<file path="config.mk">
export PLATFORM = sky130hd
export DESIGN_NAME = traffic_phase_ctrl
export DESIGN_NICKNAME = d
export VERILOG_FILES = /design/src/rtl/traffic_phase_ctrl.sv
export SDC_FILE = /design/constraint.sdc
export NUM_CORES = 1
export LEC_CHECK = 0
export ABC_AREA = 1
export CAP_MARGIN = 10
export CORE_ASPECT_RATIO = 1.25
export CORE_MARGIN = 1
export CORE_UTILIZATION = 39
export DETAILED_ROUTE_END_ITERATION = 16
export GPL_TIMING_DRIVEN = 1
export PLACE_DENSITY = 0.61
export SLEW_MARGIN = 20
export SYNTH_ARGS = -nofsm -noshare
export SYNTH_HDL_FRONTEND = slang
export SYNTH_SLANG_ARGS = --single-unit
</file>
<file path="constraint.sdc">
create_clock -name clk -period 4.3 [get_ports clk]
set_clock_uncertainty 0.15 [all_clocks]
set_input_delay 1.075 -clock clk [delete_from_list [all_inputs] [get_ports clk]]
set_output_delay 1.075 -clock clk [all_outputs]
set_load 0.01 [all_outputs]
</file>
<file path="src/rtl/traffic_phase_ctrl.sv">
// traffic_phase_ctrl
//   Four-phase sequencer for a two-road crossing (NS / EW) with an
//   emergency all-red override. Drives R/Y/G lamps and per-road
//   remaining-seconds counts for a downstream 7-segment driver.
//
// Ports
//   clk       in   system clock
//   rst_n     in   asynchronous active-low reset
//   emg       in   emergency request, asynchronous level, active-high
//   ns_light  out  {red,yellow,green} NS lamps, one-hot
//   ew_light  out  {red,yellow,green} EW lamps, one-hot
//   dat_ns    out  NS remaining seconds, binary 0..99
//   dat_ew    out  EW remaining seconds, binary 0..99
//   tick_1s   out  one-clk pulse per second, registered
module traffic_phase_ctrl #(
    parameter int TICK_CYCLES = 50_000_000,
    parameter int G_TIME      = 25,
    parameter int Y_TIME      = 3
) (
    input  logic       clk,
    input  logic       rst_n,
    input  logic       emg,
    output logic [2:0] ns_light,
    output logic [2:0] ew_light,
    output logic [7:0] dat_ns,
    output logic [7:0] dat_ew,
    output logic       tick_1s
);

    localparam int PW = (TICK_CYCLES > 1) ? $clog2(TICK_CYCLES) : 1;
    localparam logic [PW-1:0] PRE_MAX = PW'(TICK_CYCLES - 1);
    localparam logic [6:0]    G_CNT   = 7'(G_TIME);
    localparam logic [6:0]    Y_CNT   = 7'(Y_TIME);

    localparam logic [2:0] LAMP_R = 3'b100;
    localparam logic [2:0] LAMP_Y = 3'b010;
    localparam logic [2:0] LAMP_G = 3'b001;

    typedef enum logic [2:0] {
        NS_G,
        NS_Y,
        EW_G,
        EW_Y,
        EMG
    } state_t;

    state_t        state;
    logic [6:0]    cnt;
    logic [PW-1:0] prescaler;
    logic          emg_meta;
    logic          emg_s;
    logic          tick;

    logic [2:0]    ns_nxt;
    logic [2:0]    ew_nxt;
    logic [7:0]    dns_nxt;
    logic [7:0]    dew_nxt;
    logic [7:0]    cnt_ext;
    logic [7:0]    cnt_plus_y;

    assign tick       = (prescaler == PRE_MAX);
    assign cnt_ext    = {1'b0, cnt};
    assign cnt_plus_y = cnt_ext + {1'b0, Y_CNT};

    // Lamp/count decode from the current state; registered below, so the
    // outputs trail the state/cnt update by one clock.
    always_comb begin
        ns_nxt  = LAMP_R;
        ew_nxt  = LAMP_R;
        dns_nxt = '0;
        dew_nxt = '0;
        case (state)
            NS_G: begin
                ns_nxt  = LAMP_G;
                dns_nxt = cnt_ext;
                dew_nxt = cnt_plus_y;   // red road waits out the yellow too
            end
            NS_Y: begin
                ns_nxt  = LAMP_Y;
                dns_nxt = cnt_ext;
                dew_nxt = cnt_ext;
            end
            EW_G: begin
                ew_nxt  = LAMP_G;
                dew_nxt = cnt_ext;
                dns_nxt = cnt_plus_y;
            end
            EW_Y: begin
                ew_nxt  = LAMP_Y;
                dew_nxt = cnt_ext;
                dns_nxt = cnt_ext;
            end
            default: begin
                ns_nxt  = LAMP_R;
                ew_nxt  = LAMP_R;
            end
        endcase
    end

    always_ff @(posedge clk or negedge rst_n) begin
        if (!rst_n) begin
            state     <= NS_G;
            cnt       <= G_CNT;
            prescaler <= '0;
            emg_meta  <= 1'b0;
            emg_s     <= 1'b0;
            tick_1s   <= 1'b0;
            ns_light  <= LAMP_R;
            ew_light  <= LAMP_R;
            dat_ns    <= '0;
            dat_ew    <= '0;
        end else begin
            emg_meta <= emg;
            emg_s    <= emg_meta;
            tick_1s  <= tick;
            ns_light <= ns_nxt;
            ew_light <= ew_nxt;
            dat_ns   <= dns_nxt;
            dat_ew   <= dew_nxt;

            // Emergency outranks any tick or phase change in the same cycle.
            // The prescaler stays at 0 for the whole override, including the
            // exit cycle, so the first second after EMG is a full second.
            if (emg_s) begin
                state     <= EMG;
                prescaler <= '0;
            end else if (state == EMG) begin
                state     <= NS_G;
                cnt       <= G_CNT;
                prescaler <= '0;
            end else begin
                prescaler <= tick ? '0 : prescaler + PW'(1);
                if (tick) begin
                    if (cnt > 7'd1) begin
                        cnt <= cnt - 7'd1;
                    end else begin
                        case (state)
                            NS_G: begin
                                state <= NS_Y;
                                cnt   <= Y_CNT;
                            end
                            NS_Y: begin
                                state <= EW_G;
                                cnt   <= G_CNT;
                            end
                            EW_G: begin
                                state <= EW_Y;
                                cnt   <= Y_CNT;
                            end
                            default: begin
                                state <= NS_G;
                                cnt   <= G_CNT;
                            end
                        endcase
                    end
                end
            end
        end
    end

endmodule

</file>
==> impl_metrics.tcl <==
set metrics [dict create \
    p_per_area_nw_per_um2 444 \
    syn_to_final_growth_pct 16.3 \
    syn_area_um2 3300 \
    critical_path_class "flip-flop to output pin" \
    finalSetupViolCount 0 \
    final_cell_mix "118 x nand2_1, 79 x nor2_1, 56 x dfrtp_1" \
    drc 4 \
    cts.sinks 61 \
    wirelength_mm 7.21 \
    fmax_ghz 0.382 \
    dp_hpwl_mm 5.45 \
    synth_top_area_frac 0.424 \
    irDropWorstVdd_mv 0.153 \
    root_buffer "clkbuf_8" \
    synth_top_cell_by_area "dfrtp_1" \
    grt_use_total 0.185 \
    cts.repair.resized 0 \
    num_vias 2822 \
    drive_above_1_share 0.113 \
    synth_adder_area_share 0.0114 \
    crit_path_start_kind "flip-flop" \
    yosysUniqueCellTypes 30 \
    ys_seq_area_frac 0.464 \
    antenna_found_initial 0 \
    clk_pin_slew_worst_paths_ns 0.07 \
    fin_cells 565 \
    cp_slowest_cell "clkdlybuf4s50_1" \
    tightest_slew_ns 0.512 \
    ant_nets 0 \
    start_util 0.401 \
    grt_start_max_net_pins 39 \
    cts_tree "done" \
    synthMuxAreaShare 0 \
    synth_warnings 0 \
    cpPeakStageDelay_ns 0.53 \
    arrival_ns 1.40 \
    num_io_pins 26 \
    hold_violations 0 \
    dpl.cell_count 549 \
    synth_seq_cells 61 \
    drv_slew 0 \
    core_um2 8240 \
    synth_cells 430 \
    htreeDepth 3 \
    antenna_cells 0 \
    die_w_um 84.3 \
    firstDrtPassIters 12 \
    critPathRequiredTime_ns 3.07 \
    grt_pass1_wl_mm 12.7 \
    globalRouteOverflowTotal 0 \
    synthSimpleGateAreaFrac 0.387 \
    clk-insertion-delay-late_ns 0.36 \
    rsz0062_at_grt "no" \
    synthesis.nets 436 \
    worst-path-buf-inv 1 \
    fin_nets 469 \
    drt_iter0_drc 132 \
    setup.worst_path.end_class "output pin" \
    maxCapViolCount 0 \
    path_max_fanout 1 \
    die_h_um 105 \
    violations "DRC" \
    synth_area_leaders "dfrtp_1 42%, nand2_1 13%, nor2_1 9.0%" \
    grt_pass1_vias 2753 \
    final_common_cell "nand2_1" \
    slew_headroom 0.659 \
    synth_xor_area_frac 0.0292 \
    numCtsBuffers 9 \
    path_delay_family "buffers and inverters" \
    viasPerCell 4.99 \
    num_rows 37 \
    n_fill_cell 839 \
    crit_chain "clkdlybuf4s50_1" \
    synth_compound_area_frac 0.0447 \
    gp_congestion 0.839 \
    io_buffers 25 \
    finalSetupTns_ns 0 \
    period_needed_ns 2.62 \
    hold_path_class "flip-flop to flip-flop" \
    synth_top_family_by_area "simple AND/OR/NAND/NOR gates" \
    post-place-ws_ns 2.05 \
    fin_ws_ns 1.68 \
    wl_per_cell_um 12.8 \
    dieArea_um2 8840 \
    synth.avg_cell_area_um2 7.68 \
    cts_buffer_depth 2 \
    post_cts_buffers 0 \
    p_leak_nw 1.65 \
    status "complete, but fails checks" \
    period_share 0.609 \
    postCtsHoldBufs 0 \
]
==> synth_stat cells <==
master	number
nor2_2	12
o22ai_1	10
o21bai_1	1
buf_2	2
nand3_4	1
clkinv_1	2
inv_1	41
ha_1	3
buf_12	1
dfstp_2	5
nand2_4	1
nand3b_1	2
a31oi_4	1
nor2_4	7
a21oi_1	3
nand3_2	1
inv_2	2
a31oi_1	1
nand2_1	118
nor4_1	1
o21ai_0	7
nand2_2	7
nor3_1	7
buf_6	1
nor2_1	79
nand3_1	38
xnor2_1	6
xor2_1	5
dfrtp_1	56
nand4_1	9
==> metrics by stage <==
step / total power [W] / instance area [um2] / hold WS, ns / utilization
2_1_floorplan: 0.00102 / 3300 / 0.181 / -
3_3_place_gp: 0.00116 / 3640 / 0.187 / 0.441
3_5_place_dp: 0.00117 / 3640 / 0.191 / 0.441
4_1_cts: 0.00173 / 3840 / 0.205 / 0.466
5_1_grt: 0.00182 / 3840 / 0.218 / 0.466
6_report: 0.00170 / 3840 / 0.203 / 0.466
==> power by group <==
group	total [W]	switching, W	internal (W)	leakage, nW
Sequential	0.000707	0.0000561	0.000651	0.815
Combinational	0.000447	0.000275	0.000172	0.726
Clock	0.000551	0.000228	0.000323	0.107
Total	0.00170	0.000559	0.00115	1.65
==> worst paths after layout <==
check	start	depth (start not counted)	to	slack [ns]
max	ew_light[2]$_DFF_PN1_	1	ew_light[2]	1.68
min	emg_meta$_DFF_PN0_	0	emg_s$_DFF_PN0_	0.20
max reg2reg	cnt[0]$_DFFE_PN1P_	7	dat_ns[6]$_DFF_PN0_	2.26
min reg2reg	emg_meta$_DFF_PN0_	0	emg_s$_DFF_PN0_	0.20
max in group asynchronous	rst_n	2	cnt[4]$_DFFE_PN1P_	2.57
min in group asynchronous	rst_n	1	dat_ns[1]$_DFF_PN0_	0.52
==> logic make-up (layout without fill, tap and decap cells) <==
kind of cell,Yosys count,in the layout
simple gates,283,283
buf+inv,49,87
compound gates,23,23
flops,61,61
xor+xnor,11,11
fa+ha+maj,3,3
==> area by class of cell <==
cell class	instances	area, um2	area share
multi-input combinational	320	1560	0.406
sequential	61	1530	0.399
timing repair buffer	26	253	0.0658
inverter	45	169	0.0440
clock buffer	11	131	0.0342
tap	97	121	0.0316
clock inverter	5	75.1	0.0195
==> state kept, by name, summed over array words and instances, names as in the netlist <==
register and count:
cnt 7, dat_ns 8, ew_light 3, emg_meta 1
state 3, ns_light 3, emg_s 1, prescaler 26
dat_ew 8, tick_1s 1
==> per-layer routing <==
| layer | track usage | wire length (um) |
|---|---|---|
| met1 | 0.207 | 3010 |
| met3 | 0.0474 | 210 |
| met4 | 0.0874 | 251 |
| met2 | 0.326 | 3740 |
| met5 | 0 | 0 |
No activity file was read; power rests on OpenSTA's default activity.
